[src/rtl/ifm_window_addr_gen.sv]
// IFM window read-address generator for the systolic conv datapath.
// Walks every KxK window of a channel-major IFM, column-major over windows.
module ifm_window_addr_gen #(
  parameter int KERNEL_SIZE = 3,
  parameter int IFM_SIZE    = 34,
  parameter int IFM_CHANNEL = 3,
  parameter int STRIDE      = 1,
  parameter int ADDR_WIDTH  = 16
) (
  input  logic                  clk,
  input  logic                  rst_n,
  input  logic                  start,
  input  logic [ADDR_WIDTH-1:0] base_addr,
  input  logic                  addr_ready,
  output logic [ADDR_WIDTH-1:0] ifm_addr,
  output logic                  addr_valid,
  output logic                  last_in_window,
  output logic                  last_window,
  output logic                  busy,
  output logic                  done
);

  localparam int OFM_SIZE = (IFM_SIZE - KERNEL_SIZE) / STRIDE + 1;

  localparam int KW = (KERNEL_SIZE > 1) ? $clog2(KERNEL_SIZE) : 1;
  localparam int CW = (IFM_CHANNEL > 1) ? $clog2(IFM_CHANNEL) : 1;
  localparam int OW = (OFM_SIZE > 1) ? $clog2(OFM_SIZE) : 1;

  localparam logic [KW-1:0] K_MAX = KW'(KERNEL_SIZE - 1);
  localparam logic [CW-1:0] C_MAX = CW'(IFM_CHANNEL - 1);
  localparam logic [OW-1:0] O_MAX = OW'(OFM_SIZE - 1);

  typedef logic [ADDR_WIDTH-1:0] addr_t;

  localparam addr_t ROW_STEP   = addr_t'(IFM_SIZE);
  localparam addr_t PLANE_STEP = addr_t'(IFM_SIZE * IFM_SIZE);
  localparam addr_t WIN_STEP   = addr_t'(STRIDE * IFM_SIZE);
  localparam addr_t COL_STEP   = addr_t'(STRIDE);

  typedef enum logic [1:0] {
    S_IDLE,
    S_RUN,
    S_DONE
  } state_e;

  state_e state_q, state_d;

  logic [KW-1:0] kx_q, kx_d, ky_q, ky_d;
  logic [CW-1:0] c_q, c_d;
  logic [OW-1:0] oy_q, oy_d, ox_q, ox_d;

  // addr: current pixel; row: start of current kernel row;
  // plane: window origin in current channel; win: window origin
  // in channel 0; col: top window origin of current output column.
  addr_t addr_q, addr_d;
  addr_t row_q, row_d;
  addr_t plane_q, plane_d;
  addr_t win_q, win_d;
  addr_t col_q, col_d;

  logic hs;
  logic kx_end, ky_end, c_end, oy_end, ox_end;

  assign hs     = (state_q == S_RUN) & addr_ready;
  assign kx_end = (kx_q == K_MAX);
  assign ky_end = (ky_q == K_MAX);
  assign c_end  = (c_q == C_MAX);
  assign oy_end = (oy_q == O_MAX);
  assign ox_end = (ox_q == O_MAX);

  // Next-state and running-offset update, one step per handshake.
  always_comb begin
    state_d = state_q;
    kx_d    = kx_q;
    ky_d    = ky_q;
    c_d     = c_q;
    oy_d    = oy_q;
    ox_d    = ox_q;
    addr_d  = addr_q;
    row_d   = row_q;
    plane_d = plane_q;
    win_d   = win_q;
    col_d   = col_q;
    unique case (state_q)
      S_IDLE: begin
        if (start) begin
          state_d = S_RUN;
          kx_d    = '0;
          ky_d    = '0;
          c_d     = '0;
          oy_d    = '0;
          ox_d    = '0;
          addr_d  = base_addr;
          row_d   = base_addr;
          plane_d = base_addr;
          win_d   = base_addr;
          col_d   = base_addr;
        end
      end
      S_RUN: begin
        if (hs) begin
          if (!kx_end) begin
            kx_d   = kx_q + KW'(1);
            addr_d = addr_q + addr_t'(1);
          end else begin
            kx_d = '0;
            if (!ky_end) begin
              ky_d   = ky_q + KW'(1);
              row_d  = row_q + ROW_STEP;
              addr_d = row_q + ROW_STEP;
            end else begin
              ky_d = '0;
              if (!c_end) begin
                c_d     = c_q + CW'(1);
                plane_d = plane_q + PLANE_STEP;
                row_d   = plane_q + PLANE_STEP;
                addr_d  = plane_q + PLANE_STEP;
              end else begin
                c_d = '0;
                if (!oy_end) begin
                  oy_d    = oy_q + OW'(1);
                  win_d   = win_q + WIN_STEP;
                  plane_d = win_q + WIN_STEP;
                  row_d   = win_q + WIN_STEP;
                  addr_d  = win_q + WIN_STEP;
                end else begin
                  oy_d = '0;
                  if (!ox_end) begin
                    ox_d    = ox_q + OW'(1);
                    col_d   = col_q + COL_STEP;
                    win_d   = col_q + COL_STEP;
                    plane_d = col_q + COL_STEP;
                    row_d   = col_q + COL_STEP;
                    addr_d  = col_q + COL_STEP;
                  end else begin
                    ox_d    = '0;
                    state_d = S_DONE;
                  end
                end
              end
            end
          end
        end
      end
      S_DONE: state_d = S_IDLE;
      default: state_d = S_IDLE;
    endcase
  end

  // State, counters and offset registers.
  always_ff @(posedge clk or negedge rst_n) begin
    if (!rst_n) begin
      state_q <= S_IDLE;
      kx_q    <= '0;
      ky_q    <= '0;
      c_q     <= '0;
      oy_q    <= '0;
      ox_q    <= '0;
      addr_q  <= '0;
      row_q   <= '0;
      plane_q <= '0;
      win_q   <= '0;
      col_q   <= '0;
    end else begin
      state_q <= state_d;
      kx_q    <= kx_d;
      ky_q    <= ky_d;
      c_q     <= c_d;
      oy_q    <= oy_d;
      ox_q    <= ox_d;
      addr_q  <= addr_d;
      row_q   <= row_d;
      plane_q <= plane_d;
      win_q   <= win_d;
      col_q   <= col_d;
    end
  end

  assign ifm_addr       = addr_q;
  assign addr_valid     = (state_q == S_RUN);
  assign busy           = (state_q == S_RUN);
  assign done           = (state_q == S_DONE);
  assign last_in_window = addr_valid & kx_end & ky_end & c_end;
  assign last_window    = addr_valid & oy_end & ox_end;

endmodule

[config.mk]
export PLATFORM = sky130hd
export DESIGN_NAME = ifm_window_addr_gen
export DESIGN_NICKNAME = d
export VERILOG_FILES = /design/src/rtl/ifm_window_addr_gen.sv
export SDC_FILE = /design/constraint.sdc
export NUM_CORES = 1
export LEC_CHECK = 0
export ABC_AREA = 1
export CORE_ASPECT_RATIO = 1.2
export CORE_MARGIN = 5
export CORE_UTILIZATION = 40
export DETAILED_ROUTE_END_ITERATION = 12
export PLACE_DENSITY_LB_ADDON = 0.05
export SLEW_MARGIN = 10
export SYNTH_ARGS = -nofsm -noshare
export SYNTH_HDL_FRONTEND = slang
export SYNTH_SLANG_ARGS = --single-unit
[constraint.sdc]
create_clock -name clk -period 2.4 [get_ports clk]
set_clock_uncertainty 0.15 [all_clocks]
set_input_delay 0.36 -clock clk [delete_from_list [all_inputs] [get_ports clk]]
set_output_delay 0.36 -clock clk [all_outputs]
set_load 0.005 [all_outputs]
=== Word level (Yosys, flattened, before mapping) ===
Cells that the tools add are included.

* Add/sub/neg operators: 10
* Equality and inequality tests: 19
* Bitwise operators: 6
* Reduce and logical (&&, ||, !) cells: 13
* Multiplexer cells: 61

{| class="wikitable"
|+ Operators with widths
! kind !! number
|-
| 16-bit 2-to-1 mux || 21
|-
| 16-bit one-hot mux with 2 select lines || 5
|-
| 5-bit 2-to-1 mux || 12
|-
| 2-bit 2-to-1 mux || 17
|-
| 16-bit by 1-bit adder with 16-bit output (second input constant) || 2
|-
| 16-bit by 6-bit adder with 16-bit output (second input constant) || 2
|-
| 7-bit AND reduction || 3
|-
| 5-bit one-hot mux with 2 select lines || 2
|-
| 16-bit by 11-bit adder with 16-bit output (second input constant) || 1
|-
| 2-bit one-hot mux with 2 select lines || 4
|-
| 2-bit by 1-bit inequality test with 1-bit output (second input constant) || 6
|-
| 6-bit AND reduction || 2
|-
| 5-bit by 1-bit adder with 5-bit output (second input constant) || 2
|-
| 5-bit equality test (second input constant) || 2
|-
| 5-bit AND reduction || 2
|-
| 2-bit equality test (second input constant) || 4
|-
| 4-bit AND reduction || 2
|-
| 8-bit AND reduction || 1
|-
| 2-bit by 1-bit adder with 2-bit output (second input constant) || 3
|-
| 1-bit bitwise AND || 6
|-
| 6-bit inequality test (second input constant) || 1
|-
| 5-bit inequality test (second input constant) || 1
|-
| 2-bit inequality test (second input constant) || 2
|-
| 4-bit inequality test (second input constant) || 1
|-
| 5 further kinds || 5
|}

* Input port bits: 20
* Bits in registers: 98
* Logic and storage cells: 120
* Output and inout port bits: 21

=== Depth between registers and ports, before layout ===
Gate-level depths: netlist (run 1).

* Word-level depth: 8
* Gate-level depth with buffers: 16

=== Worst setup path before layout (run 1) ===
OpenSTA, ideal clock, no wires.

* Path kind: reg-to-reg
* Start: register oy_q[0]
* End: register addr_q[3] (netlist: ifm_addr[3])
* Slack: 0.125 ns
* Buffers on the path: 2
* Stages on the path, launching flop included: 17
* Clock period less this slack: 2.275 ns
* Arrival: 2.038 ns
* Cells stage by stage: dfrtp_1 ha_1 nand2_1 nor2_1 ha_1 buf_2 nand2_1 nor2_4 inv_2 nor2_2 nand2_1 nand2_2 inv_2 buf_2 nand2_1 a21oi_1 a22oi_1

* Word-level cells in the longest chain between the ends: 7
* Elaborated cells on any way between the ends: 9
* Those cells by class: eq/ne (2); mux (6); reduce/logical (1)

{| class="wikitable"
|+ RTL lines
! what !! line !! text
|-
| from (decl) || 50 || <nowiki>logic [OW-1:0] oy_q, oy_d, ox_q, ox_d;</nowiki>
|-
| from (signal assigned) || 169 || <nowiki>oy_q <= oy_d;</nowiki>
|-
| 5-bit equality test (*) || 68 || <nowiki>assign oy_end = (oy_q == O_MAX);</nowiki>
|-
| 16-bit 2-to-1 mux || 120 || <nowiki>if (!oy_end) begin</nowiki>
|-
| 16-bit 2-to-1 mux || 113 || <nowiki>if (!c_end) begin</nowiki>
|-
| 16-bit 2-to-1 mux || 107 || <nowiki>if (!ky_end) begin</nowiki>
|-
| 16-bit 2-to-1 mux || 102 || <nowiki>if (!kx_end) begin</nowiki>
|-
| 16-bit 2-to-1 mux || 101 || <nowiki>if (hs) begin</nowiki>
|-
| 16-bit one-hot mux with 2 select lines || 84 || <nowiki>unique case (state_q)</nowiki>
|-
| to (signal assigned) || 171 || <nowiki>addr_q <= addr_d;</nowiki>
|-
| to (decl) || 55 || <nowiki>addr_t addr_q, addr_d;</nowiki>
|}

Every way passes the cells marked *; elsewhere a longest branch is shown, timed or not. The select of a mux whose other input is x is not followed.
A chain may end at the register's enable or synchronous reset.

=== Final worst setup path (run 1) ===
* Start: register state_q[1]
* End: output addr_valid

* Word-level cells in the longest chain between the ends: 1

{| class="wikitable"
|+ RTL lines
! what !! line !! text
|-
| from (decl) || 46 || <nowiki>state_e state_q, state_d;</nowiki>
|-
| from (signal assigned) || 165 || <nowiki>state_q <= state_d;</nowiki>
|-
| 2-bit by 1-bit equality test with 1-bit output || 180 || <nowiki>assign addr_valid = (state_q == S_RUN);</nowiki>
|-
| to (decl) || 16 || <nowiki>output logic addr_valid,</nowiki>
|}

No other way between the ends.

==> metrics.txt, run 1 <==
Max-Cap Viols=0; most common cell in the netlist=nand2_1; grt peak-use layer=met2; dpl hpwl=~16000 µm; Slew @ Worst Pin=0.636 ns; DRT iter0 DRCs=435; clock latency on the worst-skew pair=0.36 ns; Top Ports=41; Leak=3.79 nW; critical path peak fanout=9; reg2reg path depth=14; DRT antenna net count=0; required time worst endpoint=1.89 ns; placed cells=1235; Worst Hold Class=reg -> reg; Tot Pwr=around 8 mW; Synth area leaders=dfrtp_1 37%, nand2_1 15%, nand3_1 7.5%, nor2_1 6.5%, inv_1 5.3%; Slew Limit Fails=0; Post-Syn Nets=1012; unrepaired setup endpoints after global routing=yes; # nets final=1070; Die H=151 µm; period utilization=0.962; CP Capture Type=output pin; final setup fails=0; # H-tree levels=3; Power Dens Cells=between 900 and 1000 nW/µm²; drt wl/cell=~17 µm; width of the die=128 µm; Rows=between 50 and 60; crit path launch=state_q[1]$_DFFE_PN0P_; GRT overflow=0; Routed Wire Length=20900 µm; Port Buffer Count=40; Hold Violations, Final=0; core outline area=between 15000 and 20000 µm²; clock tree buffer depth=2; Reg2Reg Launch Point=oy_q[0]$_DFFE_PN0P_; layout cells sized above 1=0.0966; slowest cell delay on critical path=just over 0.5 ns; post-synthesis cell count=983; first-pass GRT wire length=33400 µm; Setup Crit Path Kind=reg -> out; crit-path cells=inv_1 > nand2_2 > buf_12 > inv_2 > buf_8 > clkdlybuf4s50_1; initial antenna violation count=0; Final Core Density=0.485; Total GRT Usage=0.222; largest area contributor in the netlist=dfrtp_1; Residual DRC=0; Vias per Instance=5.22; Peak supply drop=0.426 mV; sequential-to-total area share from yosys stat=0.369; routability cong.=0.867; Ys Warns=0; share of Yosys cell area claimed by the top area cell type=0.369; die area=~19000 µm²; top cells by count, synth=260 x nand2_1, 115 x nor2_1, 99 x nand3_1; Fill cells=1699; clock-pin slew on the worst setup and hold paths=0.06 ns; status=finished, final reports clean; synthesis-stage register bit count=98; crit path launch type=flip-flop; # diodes=0; Async SR Flop Fraction=1.00; initial core utilization=0.408; vias in the first global route=6322; Avg Synthesized Cell Area=6.75 µm²; Cell Area, Synth=6640 µm²; met2 Use GR=0.362; largest net degree at the start of global routing=44; Slew HR=0.576; FMAX=433 MHz; worst reg-to-reg setup slack=0.15 ns; TritonCTS clock tree=done; final cell count without fillers=1258; EDFF count, synth=0; Layout area overhead=18.8%; M3 GR Usage=0.0212; crit path DAT=1.80 ns; met1 Track Usage GR=0.302; Tmin final=between 2 and 2.5 ns; slowest CP cell=clkdlybuf4s50_1; TritonRoute pass-1 iters=7; Reg2Reg Capture Point=ifm_addr[14]$_DFFE_PN0P_; clock sink total=98; WHS=0.338 ns; count of cell types in the netlist=39; Main synth FF type=dfrtp_1; Vias=6563; Setup crit end=addr_valid; CTS buffer count=9; Clock Root Buffer=clkbuf_16
layout make-up:
cell class | count | area [µm²] | share of cell area
clock buffer | 14 | 264 | 0.0335
clock inverter | 2 | 35.0 | 0.00444
inverter | 104 | 395 | 0.0501
multi-input combinational | 747 | 3680 | 0.467
sequential | 98 | 2450 | 0.311
tap | 212 | 265 | 0.0336
timing repair buffer | 81 | 793 | 0.101
cell usage in the layout, fill, tap and decap left out, drive strengths merged, types with 4 or more instances in the layout:
cell type        n
nand2          263
nor2           123
inv            104
nand3           99
dfrtp           98
o21ai           76
a21oi           69
buf             40
clkdlybuf4s50   37
a31oi           19
xor2            17
nor3            17
clkbuf          16
nand4           14
a211oi          10
ha               9
xnor2            7
a22oi            7
nand3b           4
or2              4
flip-flops by register name (all words and copies together), names as in the netlist, 5 cells and up:
register  cells
col_q        16
ifm_addr     16
ox_q          5
oy_q          5
plane_q      16
row_q        16
win_q        16
cell families (layout without fill, tap and decap cells):
family / count (synthesis) / in the layout / synth area share
buffers and inverters: 138 / 201 / 0.0861
XOR/XNOR: 24 / 24 / 0.0317
adder cells (fa/ha/maj): 9 / 9 / 0.0170
flip-flops: 98 / 98 / 0.369
AO/OA/AOI/OAI: 186 / 186 / 0.155
AND/OR/NAND/NOR: 528 / 528 / 0.341
worst min-delay path by stage:
stage / slack [ns] / to / depth (start not counted) / start
3_5_place_dp: 0.27 / col_q[13]$_DFFE_PN0P_ / 1 / rst_n
4_1_cts: 0.34 / row_q[0]$_DFFE_PN0P_ / 2 / row_q[0]$_DFFE_PN0P_
3_3_place_gp: 0.27 / col_q[13]$_DFFE_PN0P_ / 1 / rst_n
5_1_grt: 0.37 / win_q[0]$_DFFE_PN0P_ / 2 / win_q[0]$_DFFE_PN0P_
6_report: 0.34 / ox_q[4]$_DFFE_PN0P_ / 2 / ox_q[4]$_DFFE_PN0P_
2_1_floorplan: -0.09 / c_q[0]$_DFFE_PN0P_ / 0 / rst_n
worst max-delay path: cells and delay by family, from the launching register on:
| kind | cells | cell delay [ns] |
|---|---|---|
| buffers and inverters | 5 | 0.95 |
| and+or+nand+nor | 1 | 0.10 |
| DFF | 1 | 0.40 |
where the power goes:
part	total (mW)	switching [mW]	leakage (nW)	internal, mW
registers	2.76	0.588	1.15	2.18
logic	3.52	2.07	2.49	1.45
clock network	1.53	0.663	0.147	0.867
per-stage QoR:
stage	setup TNS (ns)	setup WS, ns	cell area, µm²
after floorplan	0	0.125	6640
after global placement	0	0.112	7430
after detailed placement	0	0.0449	7430
after CTS	0	0.0207	7750
after global routing	-0.0429	-0.0209	7890
final	0	0.0914	7890
routing by layer:
layer | routed length [µm] | share of wire
met1 | 9920 | 0.48
met2 | 9700 | 0.46
met3 | 622 | 0.030
met4 | 641 | 0.031
met5 | 0 | 0
what timing repair did:
action / in CTS / in global routing
hold buffers: 1 / 0
pin swaps: 0 / 4
endpoints found under the hold margin: 38 / 0
buffers inserted: 0 / 5
setup endpoints to repair: 4 / 27
resized for setup: 6 / 31
gates cloned: 0 / 1
(Power assumes the default switching activity.)
==> inputs of run 2 (changes only) <==
clock period = 2.5 ns   (was 2.4 ns; I/O delays follow)
==> metrics.txt, run 2 (synthesized netlist as in run 1, its figures left out) <==
TritonRoute pass-1 iters=5; Port Buffer Count=40; reg2reg path depth=14; Leak=around 3.8 nW; HP Start=row_q[0]$_DFFE_PN0P_; Hold Violations, Final=0; Worst Hold Class=reg -> reg; DRT antenna net count=0; commonest non-fill, non-tap cell in the layout=nand2_1; Power Dens Cells=977 nW/µm²; unrepaired setup endpoints after global routing=yes; final cell count without fillers=1254; WHS=0.342 ns; Slew HR=0.619; CP Capture Type=flip-flop; core outline area=16300 µm²; Layout area overhead=17.9%; initial antenna violation count=0; clock-pin slew on the worst setup and hold paths=approximately 0.070 ns; dpl hpwl=15600 µm; TritonCTS clock tree=done; Setup Crit Path Kind=reg -> reg; # nets final=between 1000 and 1500; crit path launch type=flip-flop; required time worst endpoint=2.62 ns; Peak supply drop=0.511 mV; crit path DAT=2.49 ns; clock latency on the worst-skew pair=0.35 ns; CTS buffer count=9; slowest cell delay on critical path=0.38 ns; clock tree buffer depth=2; crit-path cells=ha_2 > nand2_1 > nor2_1 > ha_2 > buf_6 > nand2_1 > o21ai_0 > nand2_1 > o21ai_0 > o21ai_0 > a21oi_1 > buf_4 > a21oi_1 > o21ai_1; Routed Wire Length=between 20000 and 25000 µm; Final Core Density=0.481; first-pass GRT wire length=33600 µm; GRT overflow=0; Slew @ Worst Pin=0.570 ns; hold path endpoint=row_q[0]$_DFFE_PN0P_; PnR worst setup slack=around 0.14 ns; vias in the first global route=6246; Place WS=around 0.12 ns; layout cells sized above 1=0.0854; Slew Limit Fails=0; Max-Cap Viols=0; final setup fails=0; Buf+Inv Stages, Crit Path=2; largest net degree at the start of global routing=55; Tmin final=2.36 ns; Reg2Reg Launch Point=oy_q[1]$_DFFE_PN0P_; worst reg-to-reg setup slack=0.14 ns; placed cells=about 1200; Hold Path Depth=2; commonest non-fill, non-tap cells in the layout=259 x nand2_1, 113 x nor2_1, 99 x nand3_1; Rows=just over 50; Residual DRC=0; period utilization=0.944; clock sink total=98; FMAX=424 MHz; die area=19300 µm²; Top delay family on crit path=compound AO/OA/AOI/OAI gates; critical path peak fanout=17; width of the die=between 100 and 150 µm; Vias per Instance=5.24; # H-tree levels=3; Total GRT Usage=0.222; DRT iter0 DRCs=547; Die H=151 µm; # diodes=0; slowest CP cell=dfrtp_1; Clock Root Buffer=clkbuf_16; Vias=6575; initial core utilization=0.408; routability cong.=approximately 0.93; status=finished, final reports clean; drt wl/cell=between 15 and 20 µm; Top Ports=41; Reg2Reg Capture Point=row_q[1]$_DFFE_PN0P_
## run 2: per-stage QoR
step / area (µm²) / power [mW] / setup TNS [ns]
after floorplan: 6640 / 4.89 / 0
after global placement: 7410 / 5.96 / 0
after detailed placement: 7410 / 5.97 / 0
after CTS: 7770 / 7.62 / -0.0186
after global routing: 7830 / 8.35 / -0.299
final: 7830 / 7.64 / 0
## run 2: worst max path at each step
stage,end,slack [ns],cells past startpoint,from
finish,row_q[1]$_DFFE_PN0P_,0.14,14,oy_q[1]$_DFFE_PN0P_
global placement,ifm_addr[13]$_DFFE_PN0P_,0.11,11,start
floorplan,ifm_addr[3]$_DFFE_PN0P_,0.22,16,oy_q[0]$_DFFE_PN0P_
CTS,last_window,-0.02,7,oy_q[1]$_DFFE_PN0P_
detailed placement,ifm_addr[13]$_DFFE_PN0P_,0.12,11,start
global route,ifm_addr[1]$_DFFE_PN0P_,-0.09,13,oy_q[1]$_DFFE_PN0P_
## run 2: power breakdown
group          total [mW]  internal, mW  switching [mW]  leakage, nW
sequential           2.64          2.09           0.553         1.15
combinational        3.38          1.40            1.98         2.46
clock                1.62         0.979           0.638        0.160
## run 2: per-layer routing
metal,up-vias,wire length (µm),track usage
met5,-,0,0
met2,137,9410,0.358
met3,27,686,0.0243
met1,3058,9760,0.308
li1,3353,-,-
met4,0,667,0.0855
## run 2: layout make-up
class                   count  area, µm²
clock buffers              11        233
clock inverters             5        103
inverters                 104        400
well taps                 212        265
repair buffers             77        734
multi-input cells         747       3640
flip-flops and latches     98       2450
fillers                  1695       8450
## run 2: repair_timing
item	CTS	global route
pin swaps	1	0
endpoints found under the hold margin	32	0
setup endpoints to repair	3	25
setup buffers	1	3
resized for setup	3	13
hold buffers	1	0
## run 2: worst reg2reg max path: stages, from the launching register on
cell,delay [ns]
dfrtp_1,0.38
ha_2,0.19
nand2_1,0.06
nor2_1,0.11
ha_2,0.21
buf_6,0.19
nand2_1,0.07
o21ai_0,0.11
nand2_1,0.08
o21ai_0,0.12
o21ai_0,0.11
a21oi_1,0.21
buf_4,0.14
a21oi_1,0.03
o21ai_1,0.11
==> inputs of run 3 (changes only) <==
--- a/config.mk
+++ b/config.mk
@@ -11,2 +11,3 @@
 export CORE_UTILIZATION = 40
+export CTS_CLUSTER_SIZE = 20
 export DETAILED_ROUTE_END_ITERATION = 12
==> constraint.sdc (replaced) <==
create_clock -name clk -period 2.5 [get_ports clk]
set_clock_uncertainty 0.15 [all_clocks]
set_input_delay 0.5 -clock clk [delete_from_list [all_inputs] [get_ports clk]]
set_output_delay 0.5 -clock clk [all_outputs]
set_load 0.005 [all_outputs]
==> metrics.txt, run 3 (synthesized netlist as in run 1, its figures left out) <==
status=finished, final reports clean; DRT iter0 DRCs=between 400 and 500; worst reg-to-reg setup slack=between 0.1 and 0.15 ns; Port Buffer Count=40; combinational share of power=0.455; Slew Limit Fails=0; WHS=0.333 ns; Leak=3.78 nW; FMAX=approximately 420 MHz; fin area=7850 µm²; grt peak-use layer=met2; Layout area overhead=18.2%; clock power share=0.190; required time worst endpoint=1.85 ns; clock sink total=98; Slew @ Worst Pin=0.519 ns; drt wl/cell=between 15 and 20 µm; Max-Cap Viols=0; CTS buffer count=9; commonest non-fill, non-tap cells in the layout=257 x nand2_1, 114 x nor2_1, 98 x nand3_1, 98 x dfrtp_1, 92 x inv_1; Clock Root Buffer=clkbuf_16; met1 Track Usage GR=0.307; vias in the first global route=6281; Worst Hold Class=reg -> reg; # diodes=0; Hold Violations, Final=0; Residual DRC=0; initial core utilization=0.408; Routed Wire Length=20500 µm; Power Dens Cells=about 950 nW/µm²; Rows=51; slowest CP cell=dfrtp_1; final setup fails=0; largest net degree at the start of global routing=58; commonest non-fill, non-tap cell in the layout=nand2_1; Reg2Reg Launch Point=oy_q[1]$_DFFE_PN0P_; Slew HR=0.653; clock tree buffer depth=2; GRT overflow=0; Vias per Instance=5.21; Sw Pwr=3.25 mW; Total GRT Usage=0.222; core outline area=16300 µm²; Tmin final=2.37 ns; M3 GR Usage=0.0215; slowest cell delay on critical path=0.36 ns; reg2reg path depth=14; Final Core Density=0.482; Sequential Power Share=0.356; clock latency on the worst-skew pair=approximately 0.36 ns; TritonCTS clock tree=done; Vias=6576; first-pass GRT wire length=33600 µm; Peak supply drop=0.477 mV; # nets final=1075; Die H=151 µm; layout cells sized above 1=0.0999; Setup Crit Path Kind=reg -> out; width of the die=approximately 130 µm; Reg2Reg Capture Point=ifm_addr[14]$_DFFE_PN0P_; crit-path cells=ha_1 > nand2_1 > nor2_1 > ha_2 > nand2_1 > nor2_4 > dlygate4sd2_1; clock-pin slew on the worst setup and hold paths=around 0.070 ns; TritonRoute pass-1 iters=5; period utilization=0.948; dpl hpwl=15400 µm; DRT antenna net count=0; initial antenna violation count=0; crit-path most repeated cell=nand2_1; met2 Use GR=0.359; CP Capture Type=output pin; Top Ports=41; # H-tree levels=3; crit path DAT=about 1.7 ns; crit path launch type=flip-flop; P_int=4.18 mW; Setup TNS=0 ns; crit path launch=oy_q[1]$_DFFE_PN0P_; switch share=0.437; die area=around 19000 µm²; Tot Pwr=7.42 mW; Setup crit end=last_window; routability cong.=0.869; critical path peak fanout=4; DP Area=7420 µm²
-- run 3: cell types whose count changed in the layout (fill, tap and decap cells not counted), moves of 3 or more --
cell       before  now
bufinv_16       3    0
buf_4          32   40
inv_6           1    4
o21ai_0        61   58
-- run 3: critical path: cells and delay by family, from the launching register on --
family,cells,cell delay (ns)
flip-flops,1,0.36
AND/OR/NAND/NOR,4,0.36
adder cells (fa/ha/maj),2,0.40
buffers and inverters,1,0.24
-- run 3: worst min-delay path by stage --
stage,from,to,depth (start not counted)
finish,row_q[0]$_DFFE_PN0P_,row_q[0]$_DFFE_PN0P_,2
global placement,rst_n,col_q[8]$_DFFE_PN0P_,1
global route,oy_q[4]$_DFFE_PN0P_,oy_q[4]$_DFFE_PN0P_,2
detailed placement,rst_n,col_q[12]$_DFFE_PN0P_,1
floorplan,rst_n,c_q[0]$_DFFE_PN0P_,0
CTS,row_q[0]$_DFFE_PN0P_,row_q[0]$_DFFE_PN0P_,2
-- run 3: stage by stage --
step                std cells  setup WS, ns
floorplan                 983         0.225
global placement         1236        0.0955
detailed placement       1236        0.0766
CTS                      1257       -0.0114
global route             1263      -0.00961
finish                   1263         0.129
-- run 3: power by group through the flow --
stage               Sequential (mW)  Clock (mW)  Combinational (mW)
floorplan                      2.54           0                2.35
global placement               2.67           0                3.31
detailed placement             2.66           0                3.33
CTS                            2.63        1.44                3.35
global route                   2.73        1.51                3.88
finish                         2.64        1.41                3.38
-- run 3: cell type report --
class	instances	area, µm²
clock inverters	7	60.1
well taps	212	265
repair inverters	1	7.51
repair buffers	85	782
flip-flops and latches	98	2450
clock buffers	9	225
multi-input cells	747	3650
fillers	1702	8430
inverters	104	402
-- run 3: repair_timing --
| action | 4_1_cts | 5_1_grt |
|---|---|---|
| gates resized for setup | 2 | 23 |
| gates cloned | 0 | 1 |
| setup endpoints to repair | 4 | 38 |
| hold endpoints to repair | 21 | 0 |
| buffers inserted | 4 | 5 |
| hold buffers | 1 | 0 |
| pin swaps | 2 | 4 |
-- run 3: layer usage --
metal	vias to the layer above	routed length, µm
met3	31	713
met1	3046	9570
met5	-	0
met2	140	9560
li1	3359	-
met4	0	661
